<file path="src/rtl/data_framer.sv">
// ---------------------------------------------------------------------------
// data_framer
//
// Purpose:
//   Builds one output frame per accepted start request:
//     header word 1 : latched op_count
//     header word 2 : latched exp_len
//     body          : payload words {pl_type, pl_data}, one per transfer.
//                     A type-3 "waiting" word 0xC000_0000 is sent on any
//                     body cycle without a transfer.
//   The body ends once op_count type-1 words have been transferred. A single
//   DONE cycle then pulses frame_done and the block returns to IDLE.
//
// Optional feature (compile-time macro DATA_FRAMER_TIMEOUT_EN):
//   An idle counter runs on consecutive body cycles that have no transfer.
//   When it reaches TIMEOUT_CYCLES the frame is aborted. frame_done and
//   frame_err then pulse together. Without the macro, the body waits
//   indefinitely and frame_err is tied to 0.
//
// Ports:
//   clk        in   1  rising-edge clock
//   clear      in   1  synchronous active-low reset
//   start      in   1  frame request, honoured only in IDLE
//   op_count   in  32  number of type-1 words in the frame (latched on start)
//   exp_len    in  32  expected output length (latched on start)
//   pl_data    in  30  payload word
//   pl_type    in   2  0 idle, 1 operation, 2 data chunk, 3 waiting
//   pl_valid   in   1  payload word offered
//   pl_ready   out  1  payload word accepted when high with pl_valid
//   data_out   out 32  registered stream word
//   enable     out  1  registered qualifier for data_out
//   busy       out  1  high whenever the block is not in IDLE
//   frame_done out  1  one-cycle pulse at frame end
//   frame_err  out  1  one-cycle pulse with frame_done on timeout abort
// ---------------------------------------------------------------------------
module data_framer #(
  parameter int unsigned TIMEOUT_CYCLES = 256
) (
  input  logic        clk,
  input  logic        clear,
  input  logic        start,
  input  logic [31:0] op_count,
  input  logic [31:0] exp_len,
  input  logic [29:0] pl_data,
  input  logic [1:0]  pl_type,
  input  logic        pl_valid,
  output logic        pl_ready,
  output logic [31:0] data_out,
  output logic        enable,
  output logic        busy,
  output logic        frame_done,
  output logic        frame_err
);

  typedef enum logic [2:0] {
    IDLE    = 3'd0,
    HDR_OPS = 3'd1,
    HDR_LEN = 3'd2,
    BODY    = 3'd3,
    DONE    = 3'd4
  } state_t;

  localparam logic [31:0] WAIT_WORD = 32'hC000_0000;

  state_t      state_q, state_d;
  logic [31:0] ops_q, ops_d;
  logic [31:0] len_q, len_d;
  logic [31:0] cnt_q, cnt_d;
  logic [31:0] data_out_q, data_out_d;
  logic        enable_q, enable_d;
  logic        frame_done_q, frame_done_d;

  logic        drained;
  logic        timed_out;
  logic        xfer;

  // All operation words are in. The last word is still on data_out, so
  // the body holds for one more cycle with pl_ready low before DONE.
  assign drained = (cnt_q == ops_q);

`ifdef DATA_FRAMER_TIMEOUT_EN
  logic [31:0] idle_q, idle_d;
  logic        frame_err_q, frame_err_d;

  assign timed_out = (idle_q >= TIMEOUT_CYCLES);
  assign frame_err = frame_err_q;
`else
  assign timed_out = 1'b0;
  assign frame_err = 1'b0;
`endif

  // pl_ready is gated by clear so that nothing is accepted while in reset.
  assign pl_ready   = (state_q == BODY) && clear && !drained && !timed_out;
  assign xfer       = pl_valid && pl_ready;

  assign data_out   = data_out_q;
  assign enable     = enable_q;
  assign busy       = (state_q != IDLE);
  assign frame_done = frame_done_q;

  always_comb begin
    state_d      = state_q;
    ops_d        = ops_q;
    len_d        = len_q;
    cnt_d        = cnt_q;
    data_out_d   = 32'd0;
    enable_d     = 1'b0;
    frame_done_d = 1'b0;
`ifdef DATA_FRAMER_TIMEOUT_EN
    idle_d       = idle_q;
    frame_err_d  = 1'b0;
`endif

    case (state_q)
      IDLE: begin
        cnt_d = 32'd0;
`ifdef DATA_FRAMER_TIMEOUT_EN
        idle_d = 32'd0;
`endif
        if (start) begin
          ops_d      = op_count;
          len_d      = exp_len;
          // Register the first header now, so that it appears one cycle
          // after the start is accepted.
          data_out_d = op_count;
          enable_d   = 1'b1;
          state_d    = HDR_OPS;
        end
      end

      HDR_OPS: begin
        data_out_d = len_q;
        enable_d   = 1'b1;
        state_d    = HDR_LEN;
      end

      HDR_LEN: begin
        if (ops_q == 32'd0) begin
          frame_done_d = 1'b1;
          state_d      = DONE;
        end else begin
          state_d = BODY;
        end
      end

      BODY: begin
        if (drained || timed_out) begin
          frame_done_d = 1'b1;
`ifdef DATA_FRAMER_TIMEOUT_EN
          frame_err_d  = timed_out;
`endif
          state_d      = DONE;
        end else if (xfer) begin
          data_out_d = {pl_type, pl_data};
          enable_d   = (pl_type != 2'd0);
          if (pl_type == 2'd1) begin
            cnt_d = cnt_q + 32'd1;
          end
`ifdef DATA_FRAMER_TIMEOUT_EN
          idle_d = 32'd0;
`endif
        end else begin
          data_out_d = WAIT_WORD;
          enable_d   = 1'b1;
`ifdef DATA_FRAMER_TIMEOUT_EN
          idle_d = idle_q + 32'd1;
`endif
        end
      end

      DONE: begin
        state_d = IDLE;
      end

      default: begin
        state_d = IDLE;
      end
    endcase
  end

  always_ff @(posedge clk) begin
    if (!clear) begin
      state_q      <= IDLE;
      ops_q        <= 32'd0;
      len_q        <= 32'd0;
      cnt_q        <= 32'd0;
      data_out_q   <= 32'd0;
      enable_q     <= 1'b0;
      frame_done_q <= 1'b0;
`ifdef DATA_FRAMER_TIMEOUT_EN
      idle_q       <= 32'd0;
      frame_err_q  <= 1'b0;
`endif
    end else begin
      state_q      <= state_d;
      ops_q        <= ops_d;
      len_q        <= len_d;
      cnt_q        <= cnt_d;
      data_out_q   <= data_out_d;
      enable_q     <= enable_d;
      frame_done_q <= frame_done_d;
`ifdef DATA_FRAMER_TIMEOUT_EN
      idle_q       <= idle_d;
      frame_err_q  <= frame_err_d;
`endif
    end
  end

endmodule

</file>
<file path="config.mk">
export PLATFORM = sky130hd
export DESIGN_NAME = data_framer
export DESIGN_NICKNAME = d
export VERILOG_FILES = /design/src/rtl/data_framer.sv
export SDC_FILE = /design/constraint.sdc
export NUM_CORES = 1
export LEC_CHECK = 0
export BUFFER_PORTS_ARGS = -buffer_cell sky130_fd_sc_hd__buf_2
export CORE_MARGIN = 4
export CORE_UTILIZATION = 45
export CTS_CLUSTER_DIAMETER = 60
export DETAILED_ROUTE_END_ITERATION = 8
export HOLD_SLACK_MARGIN = 0.06
export PLACE_DENSITY = 0.68
export SKIP_CTS_REPAIR_TIMING = 1
export SYNTH_ARGS = -nofsm -noshare
export SYNTH_HDL_FRONTEND = slang
export SYNTH_SLANG_ARGS = --single-unit
</file>
<file path="constraint.sdc">
create_clock -name clk -period 2.06 [get_ports clk]
set_input_delay 0.206 -clock clk [delete_from_list [all_inputs] [get_ports clk]]
set_output_delay 0.206 -clock clk [all_outputs]
set_load 0.03 [all_outputs]
</file>
==> flow_summary.ini <==
[detailed_routing]
drt-pass1-iter-count = 9
viasPerCell = 5.44
route.detailed.wl_per_inst_um = 16.7
drt-initial-drc-count = 789
totalWireLength_um = 18200
route.vias.total = 5917
ant_nets = 0
drc = 1

[final_layout]
final_layout_size_suffix_gt1_share_pct = 34.2
area_delta_synth_final_pct = 43.4
layout_commonest_cell = nand2_1
nNetsFinal = 1004
post-route-util_pct = 66.3
antenna_cells = 0
nFillCells = 1001
final_cell_mix = nand2_1 (171), buf_2 (134), dfxtp_1 (120), buf_4 (77), a21boi_0 (64)

[critical_path]
crit_chain = xnor2_1, nand4_1, nor4_4, a21oi_2, buf_4, and2_4, buf_6
critPathKind = reg -> out
cp-start-kind = register
cp_slowest_cell = dfxtp_1
slowest_delay_ns = 0.31
critPathMaxFanout = 4
end_kind = output port
reg2reg_slack_ns = -0.15
crit_arrival_ns = 2.04
worstPathRequired_ns = 1.85

[grt]
first_global_vias = 5479
antenna_found_initial = 1
grt_start_max_net_pins = 72
grt_pass1_wl_um = 27300
track_usage_pct = 23.4
grt_remaining_overflow = 0

[run_status]
violations = DRC, setup timing
status = complete, but fails checks

[power_and_ir_drop]
power_density_nw_per_um2 = 839
peakVddDrop_v = 0.000714
power_uw = 7050
leakage_uw = 0.00345
p_comb_share_pct = 17.9
swShare_pct = 26.9
p_seq_share_pct = 40.2
p_int_uw = 5150
clockPowerShare_pct = 41.9
power.switching_uw = 1900

[synth]
netlist.area_leader.share_pct = 45.5
syn_avg_cell_area_um2 = 8.72
synth_area_leader_cell = dfxtp_1
ys.flop_type = dfxtp_1
syn_nets = 773
syn-cell-area_um2 = 5860
async_flop_share_pct = 0
synth_cell_types = 53
synth.area.top_cells = dfxtp_1 (45%), nand2_1 (11%), a21boi_0 (8.2%), a222oi_1 (5.1%), xnor2_1 (4.8%)
ys_ff_latch = 133
seq_area_frac_synth_pct = 45.5
synth_edf_count = 0
yosys_warnings = 0
synth_cells = 672

[clock_network]
clkTransAtPathRegs_ns = 0.05
h-tree-depth = 4
root_buffer = clkbuf_16
clk_latency_ns = 0.42
cts_buffers = 17
clock_path_buffers = 2
cts.sinks = 133
cts_tree = yes

[timing]
fin_ws_ns = -0.186
skew_ns = 0.00595
post-route-period-util_pct = 109
tightest_slew_ns = 0.915
max_freq_mhz = 445
drv_slew = 0
min_period_ns = 2.25
setup_violations = 50
finalHoldViolCount = 0
rsz0062_at_grt = yes
max_slew_margin_pct = 39.0

[floorplan]
rows = 41
core_um2 = 12700
start_util_pct = 46.2
dieArea_um2 = 14900
io_pins = 137
die_width_um = 122
chipHeight_um = 122

[place]
hpwl_um = 12400
gp_congestion = 0.895
port_buffers = 135

[run]
cap_violations = 0

[worst_hold_path]
hold_path.class = in -> reg
==> logic make-up after synthesis <==
| group | after synthesis | synth area share (%) |
|---|---|---|
| and+or+nand+nor | 298 | 23.8 |
| AOI/OAI and AO/OA | 151 | 20.4 |
| DFF | 133 | 45.5 |
| buffers and inverters | 52 | 4.59 |
| xor gates and xnor gates | 35 | 5.36 |
| adders and majority gates | 1 | 0.214 |
| other | 1 | 0.0640 |
| muxes | 1 | 0.171 |
==> state kept, by name (all words and copies together), names as in the netlist <==
register,cells
cnt_q,32
data_out,32
len_q,32
ops_q,32
state_q,3
enable,1
frame_done,1
==> worst max-delay path: cells and delay by family, from the launching register on <==
family / cells / cell delay, ns
and+or+nand+nor: 3 / 0.66
DFF: 1 / 0.31
buffers and inverters: 2 / 0.29
xor gates and xnor gates: 1 / 0.26
AOI/OAI and AO/OA: 1 / 0.10
==> path summary, 6_finish.rpt <==
check,startpoint,to,cells past startpoint
max,ops_q[26]$_SDFFE_PN0P_,pl_ready,7
min,exp_len[5],len_q[5]$_SDFFE_PN0P_,3
max reg2reg,ops_q[6]$_SDFFE_PN0P_,cnt_q[24]$_SDFFE_PN0P_,9
min reg2reg,len_q[31]$_SDFFE_PN0P_,len_q[31]$_SDFFE_PN0P_,2
==> synthesized netlist by cell type (10+ instances only) <==
| cell | count |
|---|---|
| a21oi_1 | 11 |
| o21ai_0 | 12 |
| clkbuf_1 | 29 |
| o211ai_1 | 16 |
| or4_1 | 15 |
| nor4_1 | 10 |
| dfxtp_1 | 133 |
| nor2_1 | 39 |
| and3_1 | 11 |
| nand4_1 | 15 |
| a222oi_1 | 30 |
| nand2_1 | 174 |
| xnor2_1 | 32 |
| a21boi_0 | 64 |
==> cell type report <==
class	instances	area (µm²)	share of cell area (%)
tap	172	215	2.56
clock inverter	7	97.6	1.16
inverter	5	18.8	0.223
multi-input combinational	488	3110	37.1
timing repair buffer	258	1790	21.3
clock buffer	24	482	5.73
sequential	133	2680	31.9
==> layer usage <==
metal,up-vias,share of wire (%),track usage (%)
met2,250,48,36.7
met1,2764,43,31.6
li1,2867,-,-
met4,2,2.2,6.93
met5,-,0.038,0
met3,34,7.3,6.31
==> stage by stage <==
step                setup WS (ns)  hold WS [ns]  setup TNS (ns)  area (µm²)  cells
floorplan                  0.0255         0.351               0        5860    672
global placement           -0.119         0.450           -5.06        7220   1016
detailed placement         -0.207         0.456           -8.50        7220   1016
CTS                        -0.427        0.0208           -9.83        7800   1047
global route               -0.262        0.0612           -9.05        8400   1087
finish                     -0.186        0.0344           -3.83        8400   1087
==> power groups by stage <==
stage / Clock [µW] / Combinational (µW) / Sequential (µW)
after floorplan: 0 / 599 / 2960
after global placement: 0 / 1150 / 2880
after detailed placement: 0 / 1180 / 2880
after CTS: 2990 / 1180 / 2830
after global routing: 3090 / 1380 / 2850
final: 2950 / 1260 / 2840
Power figures use the tool's default switching activity.
